--- src/rtl/cvp_evaluator.sv ---
// cvp_evaluator: measures exhaled vital capacity, divides it against the predicted CVP and reports percent/error.
// Define CVP_EVAL_FEV1_EN to build the first-second (FEV1) volume capture; otherwise ovFEV1 is tied to 0.
module cvp_evaluator #(
    parameter int MAX_SAMPLES  = 1000,
    parameter int RESTRICT_PCT = 80,
    parameter int FEV1_SAMPLES = 100
) (
    input  logic        iClk,
    input  logic        iReset,
    input  logic        iStart,
    input  logic [9:0]  ivCVP,
    input  logic        iSampleValid,
    input  logic [7:0]  ivFlow,
    input  logic        iStop,
    output logic        oBusy,
    output logic        oDone,
    output logic [15:0] ovVolume,
    output logic [7:0]  ovPercent,
    output logic [15:0] ovFEV1,
    output logic        oRestrictive,
    output logic        oError
);
    localparam int CW = $clog2(MAX_SAMPLES + 1);
    typedef enum logic [1:0] {IDLE, MEASURE, DIVIDE, DONE} stateT;
    stateT state, stateNext;
    logic [9:0] cvp;
    logic [15:0] acc, accNext, volFinal;
    logic [16:0] accSum;
    logic [CW-1:0] sampleCnt;
    logic sampleErr, hitMax, endMeasure, divLast, finish, errFinal;
    logic [22:0] quo, quoNext;
    logic [9:0] rem;
    logic [10:0] remShift, remNext;
    logic [4:0] divCnt;
    logic [7:0] pctDiv, pctFinal;
    always_comb begin
        accSum = {1'b0, acc} + {9'b0, ivFlow};
        accNext = iSampleValid ? (accSum[16] ? 16'hFFFF : accSum[15:0]) : acc;
        hitMax = iSampleValid && sampleCnt == CW'(MAX_SAMPLES - 1);
        endMeasure = iStop || hitMax;
        remShift = {rem, quo[22]};
        remNext = remShift >= {1'b0, cvp} ? remShift - {1'b0, cvp} : remShift;
        quoNext = {quo[21:0], remShift >= {1'b0, cvp}};
        divLast = divCnt == 5'd22;
        pctDiv = |quoNext[22:8] ? 8'hFF : quoNext[7:0];
        finish = (state == MEASURE && endMeasure && cvp == 10'd0) || (state == DIVIDE && divLast);
        volFinal = state == DIVIDE ? acc : accNext;
        pctFinal = state == DIVIDE ? pctDiv : 8'd0;
        errFinal = state == DIVIDE ? sampleErr : 1'b1;
    end
    always_comb begin
        stateNext = state;
        case (state)
            IDLE:    stateNext = iStart ? MEASURE : IDLE;
            MEASURE: stateNext = endMeasure ? (cvp == 10'd0 ? DONE : DIVIDE) : MEASURE;
            DIVIDE:  stateNext = divLast ? DONE : DIVIDE;
            default: stateNext = IDLE;
        endcase
    end
    always_ff @(posedge iClk)
        if (iReset)
            state <= IDLE;
        else
            state <= stateNext;
    assign oBusy = state == MEASURE || state == DIVIDE;
    assign oDone = state == DONE;
    always_ff @(posedge iClk) begin
        if (iReset) begin
            cvp <= '0;
            acc <= '0;
            sampleCnt <= '0;
            sampleErr <= 1'b0;
            quo <= '0;
            rem <= '0;
            divCnt <= '0;
        end else if (state == IDLE && iStart) begin
            cvp <= ivCVP;
            acc <= '0;
            sampleCnt <= '0;
            sampleErr <= 1'b0;
        end else if (state == MEASURE) begin
            acc <= accNext;
            if (iSampleValid)
                sampleCnt <= sampleCnt + CW'(1);
            if (hitMax && !iStop)
                sampleErr <= 1'b1;
            // The dividend includes a sample arriving together with the end condition
            if (endMeasure) begin
                quo <= 23'(accNext) * 23'd100;
                rem <= '0;
                divCnt <= '0;
            end
        end else if (state == DIVIDE) begin
            quo <= quoNext;
            rem <= remNext[9:0];
            divCnt <= divCnt + 5'd1;
        end
    end
    always_ff @(posedge iClk) begin
        if (iReset) begin
            ovVolume <= '0;
            ovPercent <= '0;
            oRestrictive <= 1'b0;
            oError <= 1'b0;
        end else if (finish) begin
            ovVolume <= volFinal;
            ovPercent <= pctFinal;
            oRestrictive <= pctFinal < 8'(RESTRICT_PCT);
            oError <= errFinal;
        end
    end
`ifdef CVP_EVAL_FEV1_EN
    logic [15:0] fev1;
    logic fev1Hit;
    always_ff @(posedge iClk) begin
        if (iReset || (state == IDLE && iStart)) begin
            fev1 <= '0;
            fev1Hit <= 1'b0;
        end else if (state == MEASURE && iSampleValid && !fev1Hit && sampleCnt == CW'(FEV1_SAMPLES - 1)) begin
            fev1 <= accNext;
            fev1Hit <= 1'b1;
        end
    end
    // A test ending before the window closes reports its whole volume
    always_ff @(posedge iClk)
        if (iReset)
            ovFEV1 <= '0;
        else if (finish)
            ovFEV1 <= fev1Hit ? fev1 : volFinal;
`else
    assign ovFEV1 = 16'd0;
`endif
endmodule
--- config.mk ---
export PLATFORM = sky130hd
export DESIGN_NAME = cvp_evaluator
export DESIGN_NICKNAME = d
export VERILOG_FILES = /design/src/rtl/cvp_evaluator.sv
export SDC_FILE = /design/constraint.sdc
export NUM_CORES = 1
export LEC_CHECK = 0
export ABC_AREA = 1
export BUFFER_PORTS_ARGS = -buffer_cell sky130_fd_sc_hd__buf_4
export CAP_MARGIN = 15
export CORE_MARGIN = 5
export CORE_UTILIZATION = 50
export CTS_BUF_LIST = sky130_fd_sc_hd__clkbuf_16
export DETAILED_ROUTE_END_ITERATION = 7
export GPL_TIMING_DRIVEN = 0
export PLACE_DENSITY = 0.8
export SYNTH_ARGS = -nofsm -noshare
export SYNTH_HDL_FRONTEND = slang
export SYNTH_SLANG_ARGS = --single-unit
--- constraint.sdc ---
create_clock -name iClk -period 9.6 [get_ports iClk]
set_clock_uncertainty 0.2 [all_clocks]
set_input_delay 0.48 -clock iClk [delete_from_list [all_inputs] [get_ports iClk]]
set_output_delay 0.48 -clock iClk [all_outputs]
set_load 0.005 [all_outputs]
# == Word level (Yosys, flattened, before mapping) ==
# Index checks and enable logic that the tools add are counted.
# classes
addsub,4
mul,1
order_cmp,2
n_eq_ne,6
muxes,21
bitwise_logic,1
reduce_logical,18
# ops
op,n
23-bit two-way mux,3
16-bit two-way mux,3
10-bit two-way mux,4
16-bit by 5-bit multiplier with 21-bit output (second input constant),1
16-bit by 8-bit adder with 17-bit output,1
8-bit two-way mux,2
5-bit two-way mux,3
15-bit OR reduction,1
11-bit by 10-bit greater-or-equal comparator with 1-bit output,1
10-bit by 1-bit adder with 10-bit output (second input constant),1
10-bit equality test (second input constant),1
10-bit logical NOT,1
10-bit subtractor,1
8-bit by 7-bit less-than comparator with 1-bit output (second input constant),1
1-bit logical AND,6
2-bit case mux with 3 select lines,1
5-bit by 1-bit adder with 5-bit output (second input constant),1
5-bit equality test (second input constant),1
2-bit equality test (second input constant),2
1-bit two-way mux,4
2-bit AND reduction,2
1-bit logical OR,3
3-bit AND reduction,1
2-bit by 1-bit equality test with 1-bit output (second input constant),1
7 further kinds,7
# word_totals
regBits,103
in_bits,23
out_inout_bits,44
wordCells,65

# == Logic depth before layout (Yosys ltp) ==
# Gate-level depths: netlist (run 1).
# depth
ltp_word,6
mapped_depth,28

# == Worst setup path before layout (run 1) ==
# No wires, ideal clock.
# synth_path
path_type,input to register
start,input ivFlow[0]
end,register quo[19]
t_arrival_ps,4052
required_time_ps,9268
setup_slack_ps,5216
stages,25
cell_sequence,ha_1 -> fa_1 -> nand3_1 -> nand2_1 -> nand2_1 -> nand2_4 -> nand2_2 -> buf_6 -> nand4_1 -> nand2_1 -> inv_1 -> ha_1 -> ha_1 -> inv_1 -> fa_1 -> inv_1 -> ha_1 -> nand2_1 -> nand2_1 -> a21oi_1 -> nor2_1 -> nor2_1 -> nand3_1 -> nand3_1 -> a21oi_1
# synth_between
elab_chain_len,6
# synth_lines
element,line,text
start: declaration,13,"input logic [7:0] ivFlow,"
16-bit by 8-bit adder with 17-bit output,37,"accSum = {1'b0, acc} + {9'b0, ivFlow};"
16-bit two-way mux (2 in a row),38,accNext = iSampleValid ? (accSum[16] ? 16'hFFFF : accSum[15:0]) : acc;
via accNext[6],27,"logic [15:0] acc, accNext, volFinal;"
16-bit by 5-bit multiplier with 21-bit output,89,quo <= 23'(accNext) * 23'd100;
23-bit two-way mux,88,if (endMeasure) begin
23-bit two-way mux,81,end else if (state == MEASURE) begin
end signal: assignment,89,
end signal: assignment,94,quo <= quoNext;
end: declaration,31,"logic [22:0] quo, quoNext;"
# The timed path passes the listed nets, and every way through them passes these cells. The select of a mux whose other input is x is not followed.
# A chain may end at the register's enable or synchronous reset.

# == Worst setup path in the final report (run 1) ==
# layout_path
start,register acc[0]
end,register quo[19]
# layout_between
elab_chain_len,6
# layout_lines
element,line,text
start: declaration,27,
start signal: assignment,82,acc <= accNext;
16-bit by 8-bit adder with 17-bit output,37,
16-bit two-way mux (2 in a row),38,
via accNext[6],27,
16-bit by 5-bit multiplier with 21-bit output,89,
23-bit two-way mux,88,
23-bit two-way mux,81,
# The timed path passes the listed nets, and every way through them passes these cells. The select of a mux whose other input is x is not followed.

==> flow_metrics.env, run 1 <==
export IMPL_fmax_ghz=0.207
export IMPL_yosysUniqueCellTypes=44
export IMPL_wl_um=19600
export IMPL_cts_sinks=103
export IMPL_gp_congestion=0.945
export IMPL_netlist_instances=1150
export IMPL_irDropWorstVdd_v=0.000102
export IMPL_num_vias=7485
export IMPL_relSlewSlack=0.509
export IMPL_area_delta_synth_final_pct=12.9
export IMPL_grt_overflow=0
export IMPL_nets=1339
export IMPL_powerDensity_nw_per_um2=159
export IMPL_synth_simple_area_share=0.300
export IMPL_htree_levels=3
export IMPL_dr_wl_met3_um=1050
export IMPL_synthMuxAreaShare=0
export IMPL_holdPathEnd="cvp[5]$_SDFFE_PP0P_"
export IMPL_antennaDiodeCount=0
export IMPL_crit_path_frequent_cell="nand2_1"
export IMPL_period_minus_slack_ps=4830
export IMPL_p_sw_mw=0.523
export IMPL_die_area_um2=18200
export IMPL_firstDrtPassIters=5
export IMPL_final_common_cell="nand2_1"
export IMPL_r2r_start="acc[0]$_SDFFE_PP0P_"
export IMPL_clk_pin_slew_worst_paths_ps=70
export IMPL_yosysWarnings=0
export IMPL_critical_path_class="reg -> reg"
export IMPL_syn_area_um2=7810
export IMPL_r2r_end="quo[19]$_SDFFE_PP0P_"
export IMPL_synth_xor_area_share=0.0191
export IMPL_io_buffers=49
export IMPL_ff2ff_setup_slack_ps=4770
export IMPL_slowest_stage="fa_1"
export IMPL_hpwl_um=15400
export IMPL_hold_buffers=0
export IMPL_clockPowerShare=0.289
export IMPL_cp_arrival_ps=4920
export IMPL_hp_start="ivCVP[5]"
export IMPL_synth_top_family_by_area="simple AND/OR/NAND/NOR gates"
export IMPL_syn_avg_cell_area_um2=6.79
export IMPL_pin_count=67
export IMPL_critPathLaunchType="flip-flop"
export IMPL_leakage_nw=4.54
export IMPL_layout_drive_gt1_share=0.106
export IMPL_final_core_util=0.578
export IMPL_cp_top_family="adder cells"
export IMPL_fp_dieW_um=135
export IMPL_tns_ps=0
export IMPL_viasPerCell=5.19
export IMPL_wl_met1_um=8870
export IMPL_ys_seq_elements=103
export IMPL_synthAdderAreaFrac=0.158
export IMPL_ff2ff_path_depth=26
export IMPL_top_layer="met4"
export IMPL_routedWlPerCell_um=13.6
export IMPL_crit_buf_inv=4
export IMPL_grt_pass1_vias=6918
export IMPL_end_kind="flip-flop"
export IMPL_tritoncts="built"
export IMPL_first_iter_violations=496
export IMPL_yosysSeqAreaShare=0.264
export IMPL_finalCritPeriodShare=0.503
export IMPL_intPower_mw=0.879
export IMPL_cts_setup_buffers=0
export IMPL_clock_root_buffer="clkbuf_16"
export IMPL_antenna_left=0
export IMPL_pwr_share_comb=0.377
export IMPL_power_share_switching=0.373
export IMPL_fill_cells=1435
export IMPL_coreArea_um2=15300
export IMPL_final_setup_viol_count=0
export IMPL_hold_path_depth=3
export IMPL_cts_buffers=9
export IMPL_min_path_type="in -> reg"
export IMPL_worstMarginPinSlew_ps=733
export IMPL_die_h_um=135
export IMPL_wl_met2_um=9180
export IMPL_cts_buffer_depth=2
export IMPL_finalHoldViolCount=0
export IMPL_status="completed"
export IMPL_path_max_fanout=10
export IMPL_synth_compound_area_frac=0.125
export IMPL_grt_usage=0.216
export IMPL_grt_setup_unrepaired="no"
export IMPL_cap_violations=0
export IMPL_grt_max_degree=18
export IMPL_seqPwrFrac=0.334
export IMPL_critPathMaxStageDelay_ps=510
export IMPL_post_route_drc_count=0
export IMPL_grt_pass1_wl_um=32200
export IMPL_final_cell_mix="nand2_1 (293), inv_1 (182), a21oi_1 (106)"
export IMPL_rows=45
export IMPL_cts_resized=0
export IMPL_crit_required_ps=9690
export IMPL_initial_utilization=0.512
export IMPL_clock_latency_ps=350
export IMPL_slew_viol_final=0
export IMPL_antenna_found_initial=0
[cell type report]
type                       count  area [um2]  share of cell area
inverter                     188         707              0.0801
buffer                        49         337              0.0382
timing repair buffer          49         368              0.0417
clock inverter                 7        95.1              0.0108
sequential                   103        2060               0.234
tap                          211         264              0.0299
clock buffer                   9         225              0.0255
multi-input combinational    825        4760               0.540
[worst max path at each step]
stage                              startpoint                   end  cells after the start
after global routing      acc[0]$_SDFFE_PP0P_  quo[22]$_SDFFE_PP0P_                     26
after CTS                 acc[0]$_SDFFE_PP0P_  quo[19]$_SDFFE_PP0P_                     26
final                     acc[0]$_SDFFE_PP0P_  quo[19]$_SDFFE_PP0P_                     26
after floorplan                     ivFlow[0]  quo[19]$_SDFFE_PP0P_                     25
after detailed placement            ivFlow[0]  quo[21]$_SDFFE_PP0P_                     27
after global placement              ivFlow[0]  quo[21]$_SDFFE_PP0P_                     27
[synth_stat cells, drive strengths merged]
| library cell | number | area, um2 |
|---|---|---|
| a211oi | 2 | 15.0 |
| a21oi | 107 | 539 |
| a22oi | 13 | 97.6 |
| a31oi | 6 | 37.5 |
| and2 | 6 | 37.5 |
| buf | 37 | 292 |
| clkbuf | 12 | 45.0 |
| clkinv | 1 | 5.00 |
| conb | 1 | 3.75 |
| dfxtp | 103 | 2060 |
| fa | 13 | 260 |
| ha | 78 | 976 |
| inv | 187 | 702 |
| nand2 | 301 | 1160 |
| nand3 | 76 | 413 |
| nand3b | 19 | 143 |
| nand4 | 20 | 131 |
| nor2 | 79 | 338 |
| nor3 | 9 | 56.3 |
| nor3b | 2 | 15.0 |
| nor4 | 1 | 6.26 |
| o211ai | 4 | 30.0 |
| o21a | 1 | 7.51 |
| o21ai | 47 | 235 |
| o21bai | 2 | 15.0 |
| or2 | 6 | 37.5 |
| xnor2 | 4 | 35.0 |
| xor2 | 13 | 114 |
[power by group through the flow]
stage / clock, mW / sequential, mW / combinational [mW]
6_report: 0.405 / 0.468 / 0.529
5_1_grt: 0.421 / 0.471 / 0.602
4_1_cts: 0.406 / 0.468 / 0.526
3_5_place_dp: 0 / 0.477 / 0.520
3_3_place_gp: 0 / 0.477 / 0.509
2_1_floorplan: 0 / 0.472 / 0.409
[logic make-up after synthesis]
logic type | Yosys count
AO/OA/AOI/OAI | 182
XOR/XNOR | 17
adder cells (fa/ha/maj) | 91
buffers and inverters | 237
flip-flops | 103
other | 1
AND/OR/NAND/NOR | 519
[metal layers]
metal  vias to the layer above  GRT usage
met5                         -          0
met2                       217      0.375
met4                         0     0.0683
met1                      3397      0.269
met3                        43     0.0425
li1                       3828          -
[metrics by stage]
step	std cells	cell area, um2	total power [mW]	setup WS [ps]	hold slack [ps]
2_1_floorplan	1165	7870	0.881	5220	230
3_3_place_gp	1425	8500	0.986	4640	257
3_5_place_dp	1425	8500	0.997	4520	255
4_1_cts	1441	8820	1.40	4780	205
5_1_grt	1441	8820	1.49	4400	206
6_report	1441	8820	1.40	4770	208
[worst reg2reg max path, cell delays in order (launching register included)]
cell	delay, ps
dfxtp_1	340
ha_1	240
fa_1	420
nand3_1	90
nand2_1	100
nand2_1	110
nand2_4	90
nand2_2	120
buf_6	160
nand4_1	80
nand2_1	210
inv_1	110
ha_1	320
ha_1	290
inv_1	60
fa_1	510
inv_1	40
ha_1	360
nand2_1	100
nand2_1	80
a21oi_1	240
nor2_1	80
nor2_1	120
nand2_1	70
nand2_1	50
nand3_1	70
a21oi_1	120
[state kept, by name, indices dropped and copies added (netlist names)]
register and cells:
sampleErr 1, ovVolume 16, oError 1, rem 10, cvp 10, state 2, oRestrictive 1, acc 16
ovPercent 8, quo 23, divCnt 5, sampleCnt 10
No activity file was read; power rests on OpenSTA's default activity.
==> run 2: changes to the inputs <==
Clock period 9.6 ns to 4.65 ns, I/O delays scaled along.
==> flow_metrics.env, run 2 (synthesized netlist as in run 1, its figures left out) <==
export IMPL_first_iter_violations=508
export IMPL_path_max_fanout=12
export IMPL_min_path_type="in -> reg"
export IMPL_nets=1353
export IMPL_pwr_share_comb=0.392
export IMPL_placed_area_um2=8500
export IMPL_slew_viol_final=0
export IMPL_hpwl_um=15400
export IMPL_irDropWorstVdd_v=0.000225
export IMPL_post_route_drc_count=0
export IMPL_tns_ps=0
export IMPL_top_register="quo"
export IMPL_clk_pin_slew_worst_paths_ps=70
export IMPL_coreArea_um2=15300
export IMPL_grt_overflow=0
export IMPL_r2r_start="acc[0]$_SDFFE_PP0P_"
export IMPL_hp_start="iStop"
export IMPL_fp_dieW_um=135
export IMPL_intPower_mw=1.85
export IMPL_final_core_util=0.595
export IMPL_leakage_nw=4.61
export IMPL_antennaDiodeCount=0
export IMPL_ff2ff_path_depth=25
export IMPL_antenna_left=0
export IMPL_hold_ws_ps=19.3
export IMPL_tritoncts="built"
export IMPL_power_share_switching=0.373
export IMPL_routedWlPerCell_um=13.8
export IMPL_clockPowerShare=0.282
export IMPL_grt_pass1_vias=7002
export IMPL_layout_drive_gt1_share=0.130
export IMPL_finalHoldViolCount=0
export IMPL_final_cell_mix="nand2_1 (285), inv_1 (182), dfxtp_1 (103)"
export IMPL_hold_path_depth=4
export IMPL_grt_usage=0.219
export IMPL_cts_sinks=103
export IMPL_final_setup_viol_count=0
export IMPL_relSlewSlack=0.500
export IMPL_rows=45
export IMPL_p_sw_mw=1.10
export IMPL_end_kind="flip-flop"
export IMPL_ff2ff_setup_slack_ps=190
export IMPL_initial_utilization=0.512
export IMPL_powerDensity_nw_per_um2=326
export IMPL_htree_levels=3
export IMPL_seqPwrFrac=0.327
export IMPL_finalCritPeriodShare=0.959
export IMPL_final_common_cell="nand2_1"
export IMPL_fmax_ghz=0.224
export IMPL_viasPerCell=5.23
export IMPL_period_minus_slack_ps=4460
export IMPL_io_buffers=49
export IMPL_largest_reg_flops=23
export IMPL_cts_buffers=9
export IMPL_reg_largest_list="quo: 23 flops, acc: 16 flops, ovVolume: 16 flops"
export IMPL_die_area_um2=18200
export IMPL_area_delta_synth_final_pct=16.1
export IMPL_r2r_end="quo[21]$_SDFFE_PP0P_"
export IMPL_pin_count=67
export IMPL_stdcell_area_um2=9070
export IMPL_holdPathEnd="sampleErr$_SDFFE_PP0P_"
export IMPL_firstDrtPassIters=5
export IMPL_cts_buffer_depth=2
export IMPL_clock_latency_ps=350
export IMPL_worstMarginPinSlew_ps=747
export IMPL_critPathLaunchType="flip-flop"
export IMPL_cap_violations=0
export IMPL_status="completed"
export IMPL_antenna_found_initial=0
export IMPL_crit_required_ps=4670
export IMPL_grt_pass1_wl_um=32600
export IMPL_num_vias=7607
export IMPL_gp_congestion=0.945
export IMPL_grt_max_degree=18
export IMPL_cp_arrival_ps=4480
export IMPL_wl_um=20100
export IMPL_critical_path_class="reg -> reg"
export IMPL_clock_root_buffer="clkbuf_16"
export IMPL_die_h_um=135
[run 2: cell count changes in the layout (fill, tap and decap cells not counted), sizes merged]
| cell | before | now |
|---|---|---|
| dlygate4sd3 | 0 | 10 |
| buf | 86 | 90 |
[run 2: repair_timing]
| action | in CTS | in global routing |
|---|---|---|
| gates resized for setup | 6 | 23 |
| setup buffers | 2 | 3 |
| pin swaps | 2 | 2 |
| hold buffers | 10 | 0 |
| hold endpoints to repair | 10 | 0 |
| setup endpoints to repair | 9 | 12 |
[run 2: per-stage QoR]
stage               worst slack [ps]  power (mW)  std cells
floorplan                        451        1.82       1165
global placement               -63.8        2.04       1425
detailed placement              -182        2.06       1425
CTS                             10.5        2.91       1453
global route                    -100        3.15       1455
finish                           192        2.96       1455
[run 2: cell type report]
class,instances,area (um2)
timing repair buffer,64,505
clock buffer,9,225
tap,211,264
multi-input combinational,825,4890
clock inverter,7,95.1
fill,1387,6180
inverter,188,707
sequential,103,2060
buffer,48,325
[run 2: worst max-delay path by stage]
stage	startpoint	end	slack, ps
2_1_floorplan	acc[0]$_SDFFE_PP0P_	quo[19]$_SDFFE_PP0P_	450
3_3_place_gp	ivFlow[0]	quo[21]$_SDFFE_PP0P_	-60
3_5_place_dp	ivFlow[0]	quo[21]$_SDFFE_PP0P_	-180
4_1_cts	acc[0]$_SDFFE_PP0P_	quo[21]$_SDFFE_PP0P_	10
5_1_grt	acc[0]$_SDFFE_PP0P_	quo[21]$_SDFFE_PP0P_	-100
6_report	acc[0]$_SDFFE_PP0P_	quo[21]$_SDFFE_PP0P_	190
[run 2: worst max-delay path: stages, from the launching register on]
cell	delay, ps
dfxtp_1	340
ha_2	210
fa_2	350
nand3_1	90
nand2_2	90
nand2_2	90
nand2_4	90
nand2_4	170
nand4_1	180
nand2_2	140
inv_1	90
ha_1	300
ha_1	290
inv_1	60
fa_1	500
inv_1	60
ha_4	280
nand2_1	100
nor2_1	130
nand2_1	90
nand2_2	110
nand2_1	80
nand2_1	70
nand2_1	40
nand3_1	90
a21oi_1	70
[run 2: layer usage]
metal,track usage,up-vias,share of wire
met5,0,-,0
met2,0.386,228,0.48
met1,0.270,3492,0.44
li1,-,3849,-
met3,0.0417,38,0.055
met4,0.0666,0,0.025
[run 2: power groups by stage]
| stage | clock, mW | combinational (mW) | sequential [mW] |
|---|---|---|---|
| 2_1_floorplan | 0 | 0.845 | 0.974 |
| 3_3_place_gp | 0 | 1.05 | 0.985 |
| 3_5_place_dp | 0 | 1.07 | 0.986 |
| 4_1_cts | 0.838 | 1.11 | 0.966 |
| 5_1_grt | 0.869 | 1.31 | 0.972 |
| 6_report | 0.833 | 1.16 | 0.967 |
